$ cat src/rtl/sr_cond_pkg.sv
// Shared types and limits for the SR input conditioner and its debounce channels.
package sr_cond_pkg;

  typedef enum logic [1:0] {
    IDLE         = 2'd0,
    PRESS_WAIT   = 2'd1,
    HELD         = 2'd2,
    RELEASE_WAIT = 2'd3
  } deb_state_t;

  localparam int MIN_SYNC_STAGES = 2;
  localparam int MIN_DEBOUNCE    = 2;

endpackage

$ cat src/rtl/debounce_channel.sv
// One button channel: synchroniser chain followed by a press/release debounce FSM.
// fire_o is high in the cycle whose closing edge moves the FSM into HELD.
module debounce_channel
  import sr_cond_pkg::*;
#(
  parameter int SYNC_STAGES     = 2,
  parameter int DEBOUNCE_CYCLES = 16
) (
  input  logic clk,
  input  logic nReset,
  input  logic raw_i,
  output logic fire_o,
  output logic level_o
);

  localparam int CW = $clog2(DEBOUNCE_CYCLES);
  localparam logic [CW-1:0] CNT_ZERO = {CW{1'b0}};
  localparam logic [CW-1:0] CNT_ONE  = CW'(1);
  localparam logic [CW-1:0] CNT_MAX  = CW'(DEBOUNCE_CYCLES - 1);

  if (SYNC_STAGES < MIN_SYNC_STAGES) begin : g_bad_sync
    $error("SYNC_STAGES must be at least %0d", MIN_SYNC_STAGES);
  end
  if (DEBOUNCE_CYCLES < MIN_DEBOUNCE) begin : g_bad_debounce
    $error("DEBOUNCE_CYCLES must be at least %0d", MIN_DEBOUNCE);
  end

  logic [SYNC_STAGES-1:0] sync_q, sync_d;
  logic [CW-1:0]          cnt_q, cnt_d;
  deb_state_t             state_q, state_d;
  logic                   x_s;

  assign sync_d = {sync_q[SYNC_STAGES-2:0], raw_i};
  assign x_s    = sync_q[SYNC_STAGES-1];

  // State, counter and synchroniser registers.
  always_ff @(posedge clk or negedge nReset) begin
    if (!nReset) begin
      sync_q  <= {SYNC_STAGES{1'b0}};
      cnt_q   <= CNT_ZERO;
      state_q <= IDLE;
    end else begin
      sync_q  <= sync_d;
      cnt_q   <= cnt_d;
      state_q <= state_d;
    end
  end

  // Next state: any sample disagreeing with the pending change restarts the count.
  always_comb begin
    state_d = state_q;
    cnt_d   = cnt_q;
    case (state_q)
      IDLE: begin
        if (x_s) begin
          state_d = PRESS_WAIT;
          cnt_d   = CNT_ONE;
        end else begin
          cnt_d   = CNT_ZERO;
        end
      end
      PRESS_WAIT: begin
        if (!x_s) begin
          state_d = IDLE;
          cnt_d   = CNT_ZERO;
        end else if (cnt_q == CNT_MAX) begin
          state_d = HELD;
          cnt_d   = CNT_ZERO;
        end else begin
          cnt_d   = cnt_q + CNT_ONE;
        end
      end
      HELD: begin
        if (!x_s) begin
          state_d = RELEASE_WAIT;
          cnt_d   = CNT_ONE;
        end else begin
          cnt_d   = CNT_ZERO;
        end
      end
      RELEASE_WAIT: begin
        if (x_s) begin
          state_d = HELD;
          cnt_d   = CNT_ZERO;
        end else if (cnt_q == CNT_MAX) begin
          state_d = IDLE;
          cnt_d   = CNT_ZERO;
        end else begin
          cnt_d   = cnt_q + CNT_ONE;
        end
      end
      default: begin
        state_d = IDLE;
        cnt_d   = CNT_ZERO;
      end
    endcase
  end

  // Outputs decoded from the current state.
  always_comb begin
    level_o = 1'b0;
    fire_o  = 1'b0;
    if ((state_q == HELD) || (state_q == RELEASE_WAIT)) begin
      level_o = 1'b1;
    end else begin
      level_o = 1'b0;
    end
    if ((state_q == PRESS_WAIT) && x_s && (cnt_q == CNT_MAX)) begin
      fire_o = 1'b1;
    end else begin
      fire_o = 1'b0;
    end
  end

endmodule

$ cat src/rtl/sr_input_conditioner.sv
// Conditions the raw set/reset buttons into clean S/R pulses and debounced levels.
// Define SR_INTERLOCK_EN to suppress simultaneous S/R pulses and flag them on conflict.
module sr_input_conditioner
  import sr_cond_pkg::*;
#(
  parameter int SYNC_STAGES     = 2,
  parameter int DEBOUNCE_CYCLES = 16
) (
  input  logic clk,
  input  logic nReset,
  input  logic set_async,
  input  logic rst_async,
  output logic S,
  output logic R,
  output logic set_level,
  output logic rst_level,
  output logic conflict
);

  logic set_fire_s, rst_fire_s;
  logic s_q, s_d, r_q, r_d, conflict_q, conflict_d;

  debounce_channel #(
    .SYNC_STAGES    (SYNC_STAGES),
    .DEBOUNCE_CYCLES(DEBOUNCE_CYCLES)
  ) u_set (
    .clk    (clk),
    .nReset (nReset),
    .raw_i  (set_async),
    .fire_o (set_fire_s),
    .level_o(set_level)
  );

  debounce_channel #(
    .SYNC_STAGES    (SYNC_STAGES),
    .DEBOUNCE_CYCLES(DEBOUNCE_CYCLES)
  ) u_rst (
    .clk    (clk),
    .nReset (nReset),
    .raw_i  (rst_async),
    .fire_o (rst_fire_s),
    .level_o(rst_level)
  );

  // Pulse interlock: both channels qualifying together blocks both pulses.
  always_comb begin
    s_d        = set_fire_s;
    r_d        = rst_fire_s;
    conflict_d = 1'b0;
`ifdef SR_INTERLOCK_EN
    if (set_fire_s && rst_fire_s) begin
      s_d        = 1'b0;
      r_d        = 1'b0;
      conflict_d = 1'b1;
    end else begin
      conflict_d = 1'b0;
    end
`endif
  end

  // Registered pulse outputs.
  always_ff @(posedge clk or negedge nReset) begin
    if (!nReset) begin
      s_q        <= 1'b0;
      r_q        <= 1'b0;
      conflict_q <= 1'b0;
    end else begin
      s_q        <= s_d;
      r_q        <= r_d;
      conflict_q <= conflict_d;
    end
  end

  assign S        = s_q;
  assign R        = r_q;
  assign conflict = conflict_q;

endmodule

$ cat config.mk
export PLATFORM = sky130hd
export DESIGN_NAME = sr_input_conditioner
export DESIGN_NICKNAME = d
export VERILOG_FILES = /design/src/rtl/sr_cond_pkg.sv /design/src/rtl/debounce_channel.sv /design/src/rtl/sr_input_conditioner.sv
export SDC_FILE = /design/constraint.sdc
export NUM_CORES = 1
export LEC_CHECK = 0
export CAP_MARGIN = 20
export CORE_MARGIN = 2
export CORE_UTILIZATION = 45
export CTS_BUF_LIST = sky130_fd_sc_hd__clkbuf_4
export DETAILED_ROUTE_END_ITERATION = 8
export DONT_BUFFER_PORTS = 1
export SKIP_LAST_GASP = 1
export SLEW_MARGIN = 10
export SYNTH_ARGS = -nofsm -noshare
export SYNTH_HDL_FRONTEND = slang
export SYNTH_SLANG_ARGS = --single-unit
$ cat constraint.sdc
create_clock -name clk -period 1.5 [get_ports clk]
set_input_delay 0.225 -clock clk [delete_from_list [all_inputs] [get_ports clk]]
set_output_delay 0.225 -clock clk [all_outputs]
set_load 0.01 [all_outputs]
After elaboration in Yosys (flattened, before gate mapping):

Index checks and enable logic that the tools add are counted.
Widths: inputs -> output; s select.

* register bits after elaboration: 18

* mux-type cells: 30
* add/subtract/negate cells: 2
* reductions and logical operators: 10
* eq/ne operators: 16

Operators by type and width (count)
* $pmux 4 s4: 2
* $mux 2: 12
* $mux 4: 6
* $pmux 2 s4: 2
* $add 4x1->4 const B: 2
* $eq 2x2->1 const B: 4
* $eq 4x4->1 const B: 2
* $mux 1: 8
* $reduce_and 4->1: 2
* $ne 3x1->1 const B: 2
* $ne 3x3->1 const B: 2
* $eq 2x1->1 const B: 2
* $logic_and 1x1->1: 4
* $logic_not 2->1: 2
* $ne 2x1->1 const B: 2
* $ne 2x2->1 const B: 2
* $logic_or 1x1->1: 2

Depth between registers and ports, before layout:

* word-level depth: 4
* mapped depth: 4
* depth with buffers taken out: 4

By module:

Synthesis repeated with hierarchy kept, for this count alone.

* cell total of the unflattened synthesis: 52
* area total of the unflattened synthesis: 711.9 um^2

By module, submodules not included
* debounce_channel: cells an instance 24, seq. area each 200.2 um^2, instances 2, area each 325.3 um^2
* sr_input_conditioner: cells an instance 4, seq. area each 50.0 um^2, instances 1, area each 61.3 um^2

Least setup slack after synthesis:

Ideal clock, no wire load.

* path type: flip-flop to flip-flop
* from: reg u_rst.cnt_q[0]
* to: reg with a tool-made name
* period minus slack after synthesis: 1.195 ns
* data required time: 1.375 ns
* library setup time: 0.125 ns
* path slack: 0.305 ns
* stages on the path, launching flop included: 4
* arrival time: 1.071 ns
* cell sequence: dfrtp_1 -> ha_1 -> nand4_2 -> mux2_2

RTL lines
* from (decl): line debounce_channel.sv:29 `logic [CW-1:0] cnt_q, cnt_d;`
* from (signal assigned): line debounce_channel.sv:44 `cnt_q <= cnt_d;`

==> metrics.md <==
| Metric | Value |
|---|---|
| Status | `finished clean` |
| H-tree depth | `1` |
| Ratio of cells with drive above 1 in the final layout | `16.95%` |
| FF+latch count, synth | `18` |
| Post-synthesis to final-layout area growth | `7.945%` |
| Critical Path Fanout Max | `4` |
| Die area | `0.001947 sq mm` |
| Crit-path cells | `ha_1, nand4_2, mux2_2` |
| Drt first pass iters | `3` |
| CTS tree | `yes` |
| Die Height | `between 40 and 50 um` |
| Min Tclk post-route | `1265 ps` |
| Worst-path clk slew | `roughly 90 ps` |
| Most frequent cells after synthesis | `18 x dfrtp_1, 4 x a21oi_1` |
| Peak supply drop | `0.5530 mV` |
| Hold EP | `u_set.sync_q[1]$_DFF_PN0_` |
| Worst-Margin Slew | `761.7 ps` |
| Synth async-reset ratio | `100.0%` |
| Clock sinks | `18` |
| I/O pin count | `9` |
| Initial core utilization | `around 48%` |
| Hold WS | `360.1 ps` |
| Diode count | `0` |
| CTS buffer count | `3` |
| Post-Syn Nets | `62` |
| Share of the core filled with cells | `51.91%` |
| Core region area | `0.001506 sq mm` |
| Residual DRC | `0` |
| Synth unique cells | `22` |
| CP Data Required Time | `1680 ps` |
| Yosys warnings | `0` |
| Post-CTS resize count | `0` |
| Largest net degree at the start of global routing | `19` |
| Initial DRC Count | `1` |
| Mapped Cells | `56` |
| Crit start category | `register` |
| Placed inst area | `729.5 sq um` |
| Main synth FF type | `dfrtp_1` |
| Slew Limit Headroom | `approximately half` |
| Final Cell Area | `~780 sq um` |
| Synth top area share | `62.18%` |
| Worst Reg2Reg Path Length in Cells | `3` |
| GPL Wtd Cong | `0.7528` |
| DR WL/cell | `12.44 um` |
| Leak | `roughly 0.37 nW` |
| Final Hold Viols | `0` |
| Synth area leader | `dfrtp_1` |
| Syn Std Cell Area | `between 700 and 800 sq um` |
| Top-count cell post-synth | `dfrtp_1` |
| Overall routing resource usage | `11.87%` |
| Synth area leaders | `dfrtp_1 62%, ha_1 3.5%, nand4_2 3.5%` |
| Post-Syn Area per Cell | `between 10 and 15 sq um` |
| Final Max Slew Viols | `0` |
| Setup TNS | `0 ps` |
| Post-synthesis sequential area ratio | `62.18%` |
| First-pass GRT wire length | `approximately 1700 um` |
| Worst Skew | `1.299 ps` |
| Vias in the first global route | `between 300 and 400` |
| Max cap viols | `0` |
| Final wirelength | `933 um` |
| IO Port Bufs | `0` |
| Worst setup EP type | `register` |
| Pwr dens | `around 1000 mW/mm^2` |
| Clock buffer depth | `2` |
| Reg2reg setup slack | `240 ps` |
| Worst min-delay path startpoint | `u_set.sync_q[0]$_DFF_PN0_` |
| Total gr overflow | `0` |
| Fmax | `approximately 800 MHz` |
| Nets@finish | `67` |
| RSZ-0062 raised after global routing | `false` |
| Critical path class | `register to register` |
| Worst R2R Start | `u_rst.cnt_q[0]$_DFF_PN0_` |
| Vias per inst | `5.400` |
| Arrival @ worst endpoint | `between 1000 and 1500 ps` |
| CTS Root Cell | `clkbuf_4` |
| EDFF count, synth | `0` |
| Die W | `44.13 um` |
| HP Class | `register to register` |
| Slowest CP cell | `dfrtp_1` |
| Final Setup Violations | `0` |
| Initial antenna violation count | `0` |
| Via Count | `405` |
| Site row count | `14` |
| Post-DRT Antenna Nets | `0` |
| Number of cells on the worst hold path | `0` |
| Period Utilization, post-route | `84.33%` |
| Worst-Skew Late Latency | `280 ps` |
| Max incr delay on CP | `420 ps` |
[layout by cell type, fill, tap and decap left out]
master	instances
dfrtp_1	18
a21oi_1	4
clkbuf_4	3
dlygate4sd3_1	3
nand4b_1	2
inv_1	2
o21ai_0	2
xor2_1	2
nand2_1	2
xnor2_1	2
nor2_1	2
and3_1	2
a31o_2	2
a21boi_0	2
nand4_2	2
nor3b_1	2
ha_1	2
and2_2	1
mux2_4	1
mux2_2	1
and2_1	1
conb_1	1
[kinds of logic (layout without fill, tap and decap cells)]
kind of cell	Yosys count	count (layout)	share of synthesized area, %
flip-flops	18	18	62.18
AND/OR/NAND/NOR	14	14	13.64
AO/OA/AOI/OAI	10	10	8.636
buffers and inverters	5	8	3.110
XOR/XNOR	4	4	4.837
adder cells (fa/ha/maj)	2	2	3.454
multiplexers	2	2	3.626
other	1	1	0.5176
[worst max-delay path: cells and delay by family (launching register included)]
family / cells / cell delay, ps
flip-flops: 1 / 420
adder cells (fa/ha/maj): 1 / 270
multiplexers: 1 / 330
AND/OR/NAND/NOR: 1 / 140
[how the worst max path moves through the flow]
stage	from	depth (start not counted)	slack (ps)	to
floorplan	u_rst.cnt_q[0]$_DFF_PN0_	3	300	register
global placement	u_rst.cnt_q[0]$_DFF_PN0_	3	250	register
detailed placement	u_rst.cnt_q[0]$_DFF_PN0_	3	240	register
CTS	u_rst.cnt_q[0]$_DFF_PN0_	3	230	register
global route	u_rst.cnt_q[0]$_DFF_PN0_	3	190	register
finish	u_rst.cnt_q[0]$_DFF_PN0_	3	240	register
[power breakdown]
part / switching, W / internal (W) / leakage, nW
sequential: 0.0000131 / 0.000500 / 0.233
combinational: 0.0000213 / 0.0000195 / 0.126
clock: 0.000134 / 0.0000932 / 0.0138
total: 0.000169 / 0.000613 / 0.372
[final cells by class]
type | instances | area, sq um
inverter | 2 | 7.507
tap | 16 | 20.02
timing repair buffer | 3 | 30.03
sequential | 18 | 450.4
fill | 128 | 724.4
multi-input combinational | 33 | 251.5
clock buffer | 3 | 22.52
[through the flow]
stage / setup WS, ps / cells / power (W)
2_1_floorplan: 304.6 / 56 / 0.0005451
3_3_place_gp: 253.8 / 69 / 0.0005499
3_5_place_dp: 239.5 / 69 / 0.0005498
4_1_cts: 227.1 / 75 / 0.0007924
5_1_grt: 188.4 / 75 / 0.0008160
6_report: 235.0 / 75 / 0.0007817
[per-layer routing]
layer	vias to the layer above	track usage [%]	wire length [um]
met5	-	0	0
met4	0	5.455	17
met3	2	2.857	32
met2	9	18.53	416
met1	198	15.72	466
li1	196	-	-
[timing repair]
item	in CTS	in global routing
endpoints found under the hold margin	20	0
hold buffers	3	0
buffers inserted	0	0
endpoints found under the setup margin	0	0
Power figures use the tool's default switching activity.
